$ cat src/rtl/mlp_seq.sv
// rtl/mlp_seq.sv - time-multiplexed two-layer MLP engine with one shared signed MAC
//
// Purpose: computes dout = clamp(W2 * act(W1 * din + b1) + b2) in Q(DW-FRAC).FRAC
// fixed point. One neuron is computed at a time: one MAC cycle per tap, then one
// finalize cycle that adds the bias, rescales, saturates (and applies ReLU to hidden).
//
// Ports:
//   clk_i, rst_ni          clock, asynchronous active-low reset
//   in_valid_i/in_ready_o  input handshake; din_i latched on acceptance
//   din_i [N_IN]           input features
//   w1_i/b1_i, w2_i/b2_i   layer weights/biases, held stable by the upstream
//                          from acceptance until out_valid_o
//   out_valid_o/out_ready_i output handshake
//   dout_o [N_OUT]         registered results
//   busy_o                 engine is computing or holding a result
module mlp_seq #(
  parameter int N_IN     = 6,
  parameter int N_HID    = 16,
  parameter int N_OUT    = 3,
  parameter int DW       = 8,
  parameter int ACC_W    = 24,
  parameter int FRAC     = 4,
  parameter int RELU_HID = 1
) (
  input  logic                 clk_i,
  input  logic                 rst_ni,
  input  logic                 in_valid_i,
  output logic                 in_ready_o,
  input  logic signed [DW-1:0] din_i [N_IN],
  input  logic signed [DW-1:0] w1_i  [N_IN][N_HID],
  input  logic signed [DW-1:0] b1_i  [N_HID],
  input  logic signed [DW-1:0] w2_i  [N_HID][N_OUT],
  input  logic signed [DW-1:0] b2_i  [N_OUT],
  output logic                 out_valid_o,
  input  logic                 out_ready_i,
  output logic signed [DW-1:0] dout_o [N_OUT],
  output logic                 busy_o
);

  localparam int MAX_TAP = (N_IN > N_HID) ? N_IN : N_HID;
  localparam int MAX_NRN = (N_HID > N_OUT) ? N_HID : N_OUT;
  // The tap counter must also reach MAX_TAP, which marks the finalize cycle.
  localparam int TW      = $clog2(MAX_TAP + 1);
  localparam int NW      = (MAX_NRN > 1) ? $clog2(MAX_NRN) : 1;
  localparam int IW_IN   = (N_IN  > 1) ? $clog2(N_IN)  : 1;
  localparam int IW_HID  = (N_HID > 1) ? $clog2(N_HID) : 1;
  localparam int IW_OUT  = (N_OUT > 1) ? $clog2(N_OUT) : 1;

  localparam logic [TW-1:0] TAP_L1      = TW'(N_IN);
  localparam logic [TW-1:0] TAP_L2      = TW'(N_HID);
  localparam logic [NW-1:0] NRN_L1_LAST = NW'(N_HID - 1);
  localparam logic [NW-1:0] NRN_L2_LAST = NW'(N_OUT - 1);

  localparam logic signed [ACC_W-1:0] SAT_MAX = {{(ACC_W-DW+1){1'b0}}, {(DW-1){1'b1}}};
  localparam logic signed [ACC_W-1:0] SAT_MIN = {{(ACC_W-DW+1){1'b1}}, {(DW-1){1'b0}}};

  typedef enum logic [1:0] {
    S_IDLE = 2'd0,
    S_L1   = 2'd1,
    S_L2   = 2'd2,
    S_DONE = 2'd3
  } state_e;

  state_e                  state_q, state_d;
  logic [TW-1:0]           tap_q, tap_d;
  logic [NW-1:0]           nrn_q, nrn_d;
  logic signed [ACC_W-1:0] acc_q, acc_d;
  logic signed [DW-1:0]    x_q    [N_IN];
  logic signed [DW-1:0]    x_d    [N_IN];
  logic signed [DW-1:0]    h_q    [N_HID];
  logic signed [DW-1:0]    h_d    [N_HID];
  logic signed [DW-1:0]    dout_q [N_OUT];
  logic signed [DW-1:0]    dout_d [N_OUT];

  // Shared datapath operands.
  logic signed [DW-1:0]    mul_a, mul_b, bias;
  logic signed [2*DW-1:0]  prod;
  logic signed [ACC_W-1:0] prod_ext, bias_sh, sum, scaled;
  logic signed [DW-1:0]    sat_val, hid_val;

  always_comb begin
    mul_a = '0;
    mul_b = '0;
    bias  = '0;
    if (state_q == S_L1) begin
      bias = b1_i[nrn_q[IW_HID-1:0]];
      // Operands are gated off in the finalize cycle, where tap_q is past the array.
      if (tap_q != TAP_L1) begin
        mul_a = x_q[tap_q[IW_IN-1:0]];
        mul_b = w1_i[tap_q[IW_IN-1:0]][nrn_q[IW_HID-1:0]];
      end
    end else if (state_q == S_L2) begin
      bias = b2_i[nrn_q[IW_OUT-1:0]];
      if (tap_q != TAP_L2) begin
        mul_a = h_q[tap_q[IW_HID-1:0]];
        mul_b = w2_i[tap_q[IW_HID-1:0]][nrn_q[IW_OUT-1:0]];
      end
    end
  end

  assign prod     = mul_a * mul_b;
  assign prod_ext = {{(ACC_W-2*DW){prod[2*DW-1]}}, prod};
  // Bias is an integer-aligned Q value, so it joins the accumulator at the
  // product's scale (2*FRAC fractional bits) before the single rescale shift.
  assign bias_sh  = {{(ACC_W-DW){bias[DW-1]}}, bias} <<< FRAC;
  assign sum      = acc_q + bias_sh;
  assign scaled   = sum >>> FRAC;

  always_comb begin
    if (scaled > SAT_MAX) begin
      sat_val = SAT_MAX[DW-1:0];
    end else if (scaled < SAT_MIN) begin
      sat_val = SAT_MIN[DW-1:0];
    end else begin
      sat_val = scaled[DW-1:0];
    end
    hid_val = ((RELU_HID != 0) && sat_val[DW-1]) ? '0 : sat_val;
  end

  always_comb begin
    state_d     = state_q;
    tap_d       = tap_q;
    nrn_d       = nrn_q;
    acc_d       = acc_q;
    x_d         = x_q;
    h_d         = h_q;
    dout_d      = dout_q;
    in_ready_o  = 1'b0;
    out_valid_o = 1'b0;

    unique case (state_q)
      S_IDLE: begin
        in_ready_o = 1'b1;
        if (in_valid_i) begin
          x_d     = din_i;
          tap_d   = '0;
          nrn_d   = '0;
          acc_d   = '0;
          state_d = S_L1;
        end
      end
      S_L1: begin
        if (tap_q != TAP_L1) begin
          acc_d = acc_q + prod_ext;
          tap_d = tap_q + TW'(1);
        end else begin
          h_d[nrn_q[IW_HID-1:0]] = hid_val;
          acc_d = '0;
          tap_d = '0;
          if (nrn_q == NRN_L1_LAST) begin
            nrn_d   = '0;
            state_d = S_L2;
          end else begin
            nrn_d = nrn_q + NW'(1);
          end
        end
      end
      S_L2: begin
        if (tap_q != TAP_L2) begin
          acc_d = acc_q + prod_ext;
          tap_d = tap_q + TW'(1);
        end else begin
          dout_d[nrn_q[IW_OUT-1:0]] = sat_val;
          acc_d = '0;
          tap_d = '0;
          if (nrn_q == NRN_L2_LAST) begin
            nrn_d   = '0;
            state_d = S_DONE;
          end else begin
            nrn_d = nrn_q + NW'(1);
          end
        end
      end
      S_DONE: begin
        out_valid_o = 1'b1;
        if (out_ready_i) begin
          state_d = S_IDLE;
        end
      end
      default: state_d = S_IDLE;
    endcase
  end

  always_ff @(posedge clk_i or negedge rst_ni) begin
    if (!rst_ni) begin
      state_q <= S_IDLE;
      tap_q   <= '0;
      nrn_q   <= '0;
      acc_q   <= '0;
      for (int i = 0; i < N_IN; i++)  x_q[i]    <= '0;
      for (int i = 0; i < N_HID; i++) h_q[i]    <= '0;
      for (int i = 0; i < N_OUT; i++) dout_q[i] <= '0;
    end else begin
      state_q <= state_d;
      tap_q   <= tap_d;
      nrn_q   <= nrn_d;
      acc_q   <= acc_d;
      x_q     <= x_d;
      h_q     <= h_d;
      dout_q  <= dout_d;
    end
  end

  assign dout_o = dout_q;
  assign busy_o = (state_q != S_IDLE);

endmodule

$ cat config.mk
export PLATFORM = sky130hd
export DESIGN_NAME = mlp_seq
export DESIGN_NICKNAME = d
export VERILOG_FILES = /design/src/rtl/mlp_seq.sv
export SDC_FILE = /design/constraint.sdc
export NUM_CORES = 1
export LEC_CHECK = 0
export CORE_AREA = 2 2 547 549
export DETAILED_ROUTE_END_ITERATION = 8
export DIE_AREA = 0 0 549 551
export REMOVE_ABC_BUFFERS = 1
export SYNTH_ARGS = -nofsm -noshare
export SYNTH_HDL_FRONTEND = slang
export SYNTH_SLANG_ARGS = --single-unit
$ cat constraint.sdc
create_clock -name clk_i -period 8.6 [get_ports clk_i]
set_input_delay 2.58 -clock clk_i [delete_from_list [all_inputs] [get_ports clk_i]]
set_output_delay 2.58 -clock clk_i [all_outputs]
set_load 0.01 [all_outputs]
==> results.md <==
- Worst path slowest cell: clkdlybuf4s50_1
- Row count: 200
- Lkg Pwr: roughly 19 nW
- Via count: around 32000
- Share of layout cells above drive strength 1: roughly a quarter
- Syn Inst Count: 2589
- Max-slew violations: 0
- Startpoint types: input pin
- Hold WC Path Type: reg -> reg
- Total congestion overflow: 0
- Core box area: just under 0.3 mm2
- Largest stage delay, worst path: approximately 0.63 ns
- Clock latency on the worst-skew pair: 0.58 ns
- Synthesized cell area: 0.0256 mm2
- I/O pin cnt: roughly 1400
- FILL cells: about 33000
- Logic pwr share: roughly 85%
- Drt wl/cell: around 35 um
- Post-synthesis register bit count: 219
- Post-route setup slack: -0.319 ns
- Pwr/cell area: around 350 mW/mm2
- Root Buffer: clkbuf_16
- CP Capture Type: flip-flop
- Ys Warns: 0
- Final GP Congestion: 1.01
- Remaining antenna violation count: 0
- First-pass GRT wire length: 357000 um
- Total CTS buffers: 24
- Final setup fails: 3
- CP Data Arrival Time: 9.38 ns
- Finished Layout Cells: between 8000 and 9000
- Initial antenna violation count: between 300 and 400
- Buffer and inverter count on the worst path: 6
- Via/cell ratio: ~3.8
- Clock tree buffer depth: 3
- Yosys cell types: 90
- Violated checks: negative setup slack
- Die H: about 550 um
- Initial core utilization: under 10%
- Max FO, Critical Path: 4
- Sw Share: ~53%
- DR DRC count: 0
- Setup Skew: ~0.014 ns
- Drt initial violations: around 2700
- Final min period: approximately 8.9 ns
- Main synth FF type: dfrtp_1
- Worst-path clk slew: 0.07 ns
- DP Wirelength: approximately 260000 um
- Die area: 0.302 mm2
- Post-synth ARST share: 100%
- Crit-path leading delay family: compound AO/OA/AOI/OAI gates
- # placed instances: around 8000
- Total track usage: 18.4%
- Vias in the first global route: 32000
- CTS HTree Levels: 1
- Max_cap viols: 0
- CTS sink cnt: approximately 220
- Final net count: between 5000 and 6000
- First-pass DRT Iterations: 7
- Final period utilization: 104%
- Hold slack: approximately 0.48 ns
- WP data required: roughly 9 ns
- Slew Limit Headroom: under 10%
- Place WS: -2.64 ns
- Crit path kind: in -> reg
- RSZ-0062 raised after global routing: yes
- R2R setup slack: approximately 0.54 ns
- Run status: finished with violations
- FMAX: ~110 MHz
- Port Buffers: about 1400
- Clk pwr share: approximately 6.5%
- VDD IR max: about 0.31 mV
- DRT Wirelength: roughly 290000 um
- Largest net degree at the start of global routing: 152
- Sequential share of power: slightly above 8%
- Seq/Total Area, Yosys: a little over a fifth
- Internal power: between 0.008 and 0.009 W
- CTS tree: done
- Die Width: around 550 um
- EDFF count, synth: 0
- Slew @ Worst Pin: between 1 and 1.5 ns
- Avg Inst Size Synth: just under 10 um2
- Area grow syn2layout: 92.5%
- Fin. Hold Viols: 0
- NetSw: 0.00902 W
- Power, Total: 0.0172 W
==> per-stage QoR <==
step	TNS (ns)	util (%)	instance area (um2)
floorplan	-1349.44	-	24500
global placement	-33.57	15.6	46400
detailed placement	-33.18	15.6	46400
CTS	-0.667	16.3	48300
global route	-1.65	16.5	49000
finish	-0.772	16.6	49200
==> final timing paths <==
path,from,end,cells past startpoint
max in group asynchronous,rst_ni,tap_q[0],2
max reg2reg,tap_q[0],acc_q[23],24
min,h_q[51],h_q[51],2
min reg2reg,h_q[51],h_q[51],2
max,w1_i[9],acc_q[23],27
min in group asynchronous,rst_ni,dout_o[13],1
==> flip-flops by register name, summed over array words and instances (netlist names) <==
register and count:
acc_q 24, dout_o 24, h_q 112, nrn_q 4
state_q 2, tap_q 5, x_q 48
==> what timing repair did <==
| item | 4_1_cts | 5_1_grt |
|---|---|---|
| gates resized for setup | 933 | 100 |
| pin swaps | 208 | 75 |
| setup buffers | 21 | 8 |
| setup endpoints to repair | 18 | 9 |
| hold buffers | 0 | 0 |
==> placed cells by master, fill, tap and decap left out, drive strengths merged, types with 8 or more instances in the layout <==
cell type        n
nand4           22
a21o            16
a22o            12
dfrtp          219
nand2b          28
xor2            18
a31oi           12
o221a            8
a22oi           29
a221o            8
xnor2           17
nor2           121
mux2i          101
fa             106
nand3           34
ha              84
o22ai          127
nor2b           13
a221oi          31
o31ai           12
clkdlybuf4s15   49
dlygate4sd2    365
or2             40
or3             26
nor3            14
and3            16
mux2            57
inv            156
a21oi          104
o311a            8
o21ai          277
dlymetal6s2s    38
clkdlybuf4s50  904
nand2          234
diode          207
clkbuf          29
mux4           228
o221ai          78
buf            340
o211ai          24
==> synthesized netlist by cell type, types with 12 or more instances <==
cell      instances  area, um2
nor2b_1          13       81.3
dfrtp_1         219       5480
ha_1             84       1050
clkbuf_1         92        345
a22oi_1          29        218
nand3_1          33        165
xor2_1           18        158
mux2_2           57        642
nand4_1          21        131
inv_1           152        571
mux4_2          227       5110
a221oi_1         30        263
or2_2            39        244
a21oi_1         103        515
nor3_1           13       65.1
buf_2            66        330
nand2b_1         28        175
nor2_1          121        454
or3_1            25        156
o22ai_1         127        795
xnor2_1          16        140
a31oi_1          12       75.1
o211ai_1         24        180
buf_1            44        165
a22o_1           12        105
o21ai_1          13       65.1
o21ai_2          30        263
o31ai_1          12       90.1
nand2_1         234        878
o21ai_0         227       1140
o221ai_1         78        683
a21o_1           15        113
and3_1           14       87.6
buf_4            17        128
fa_1            106       2120
mux2i_1         100       1000
==> power groups by stage <==
| stage | logic (W) | registers (W) | clock network (W) |
|---|---|---|---|
| 4_1_cts | 0.0144 | 0.00143 | 0.00115 |
| 2_1_floorplan | 0.00668 | 0.00183 | 0 |
| 3_3_place_gp | 0.0131 | 0.00144 | 0 |
| 5_1_grt | 0.0156 | 0.00145 | 0.00118 |
| 3_5_place_dp | 0.0132 | 0.00145 | 0 |
| 6_report | 0.0146 | 0.00143 | 0.00112 |
==> final cells by class <==
type	instances	area (um2)	area share, %
Clock inverter	12	165	0.336
Antenna cell	207	518	1.05
Inverter	154	593	1.21
Tap cell	3939	4930	10.0
Sequential cell	219	5500	11.2
Timing Repair Buffer	1697	16500	33.4
Clock buffer	28	657	1.33
Multi-Input combinational cell	1992	20400	41.4
==> tightest hold or removal path, stage by stage, from the launching register on <==
cell and delay, ns:
dfrtp_1 0.34, nand2_1 0.04, o21ai_0 0.06
==> routing by layer <==
metal,wire length [um],track usage (%),share of wire [%],vias up
li1,-,-,-,13200
met1,97100,18.5,33,15800
met2,147000,33.2,51,1914
met3,27600,6.54,9.5,694
met4,18000,9.77,6.2,112
met5,758,0,0.26,-
==> cells by family after synthesis <==
logic type | share of synthesized area (%)
simple gates | 10.4
mux | 26.6
flops | 21.4
compound gates | 21.6
buf+inv | 6.30
xor+xnor | 1.27
fa+ha+maj | 12.4
No activity file was read; power rests on OpenSTA's default activity.
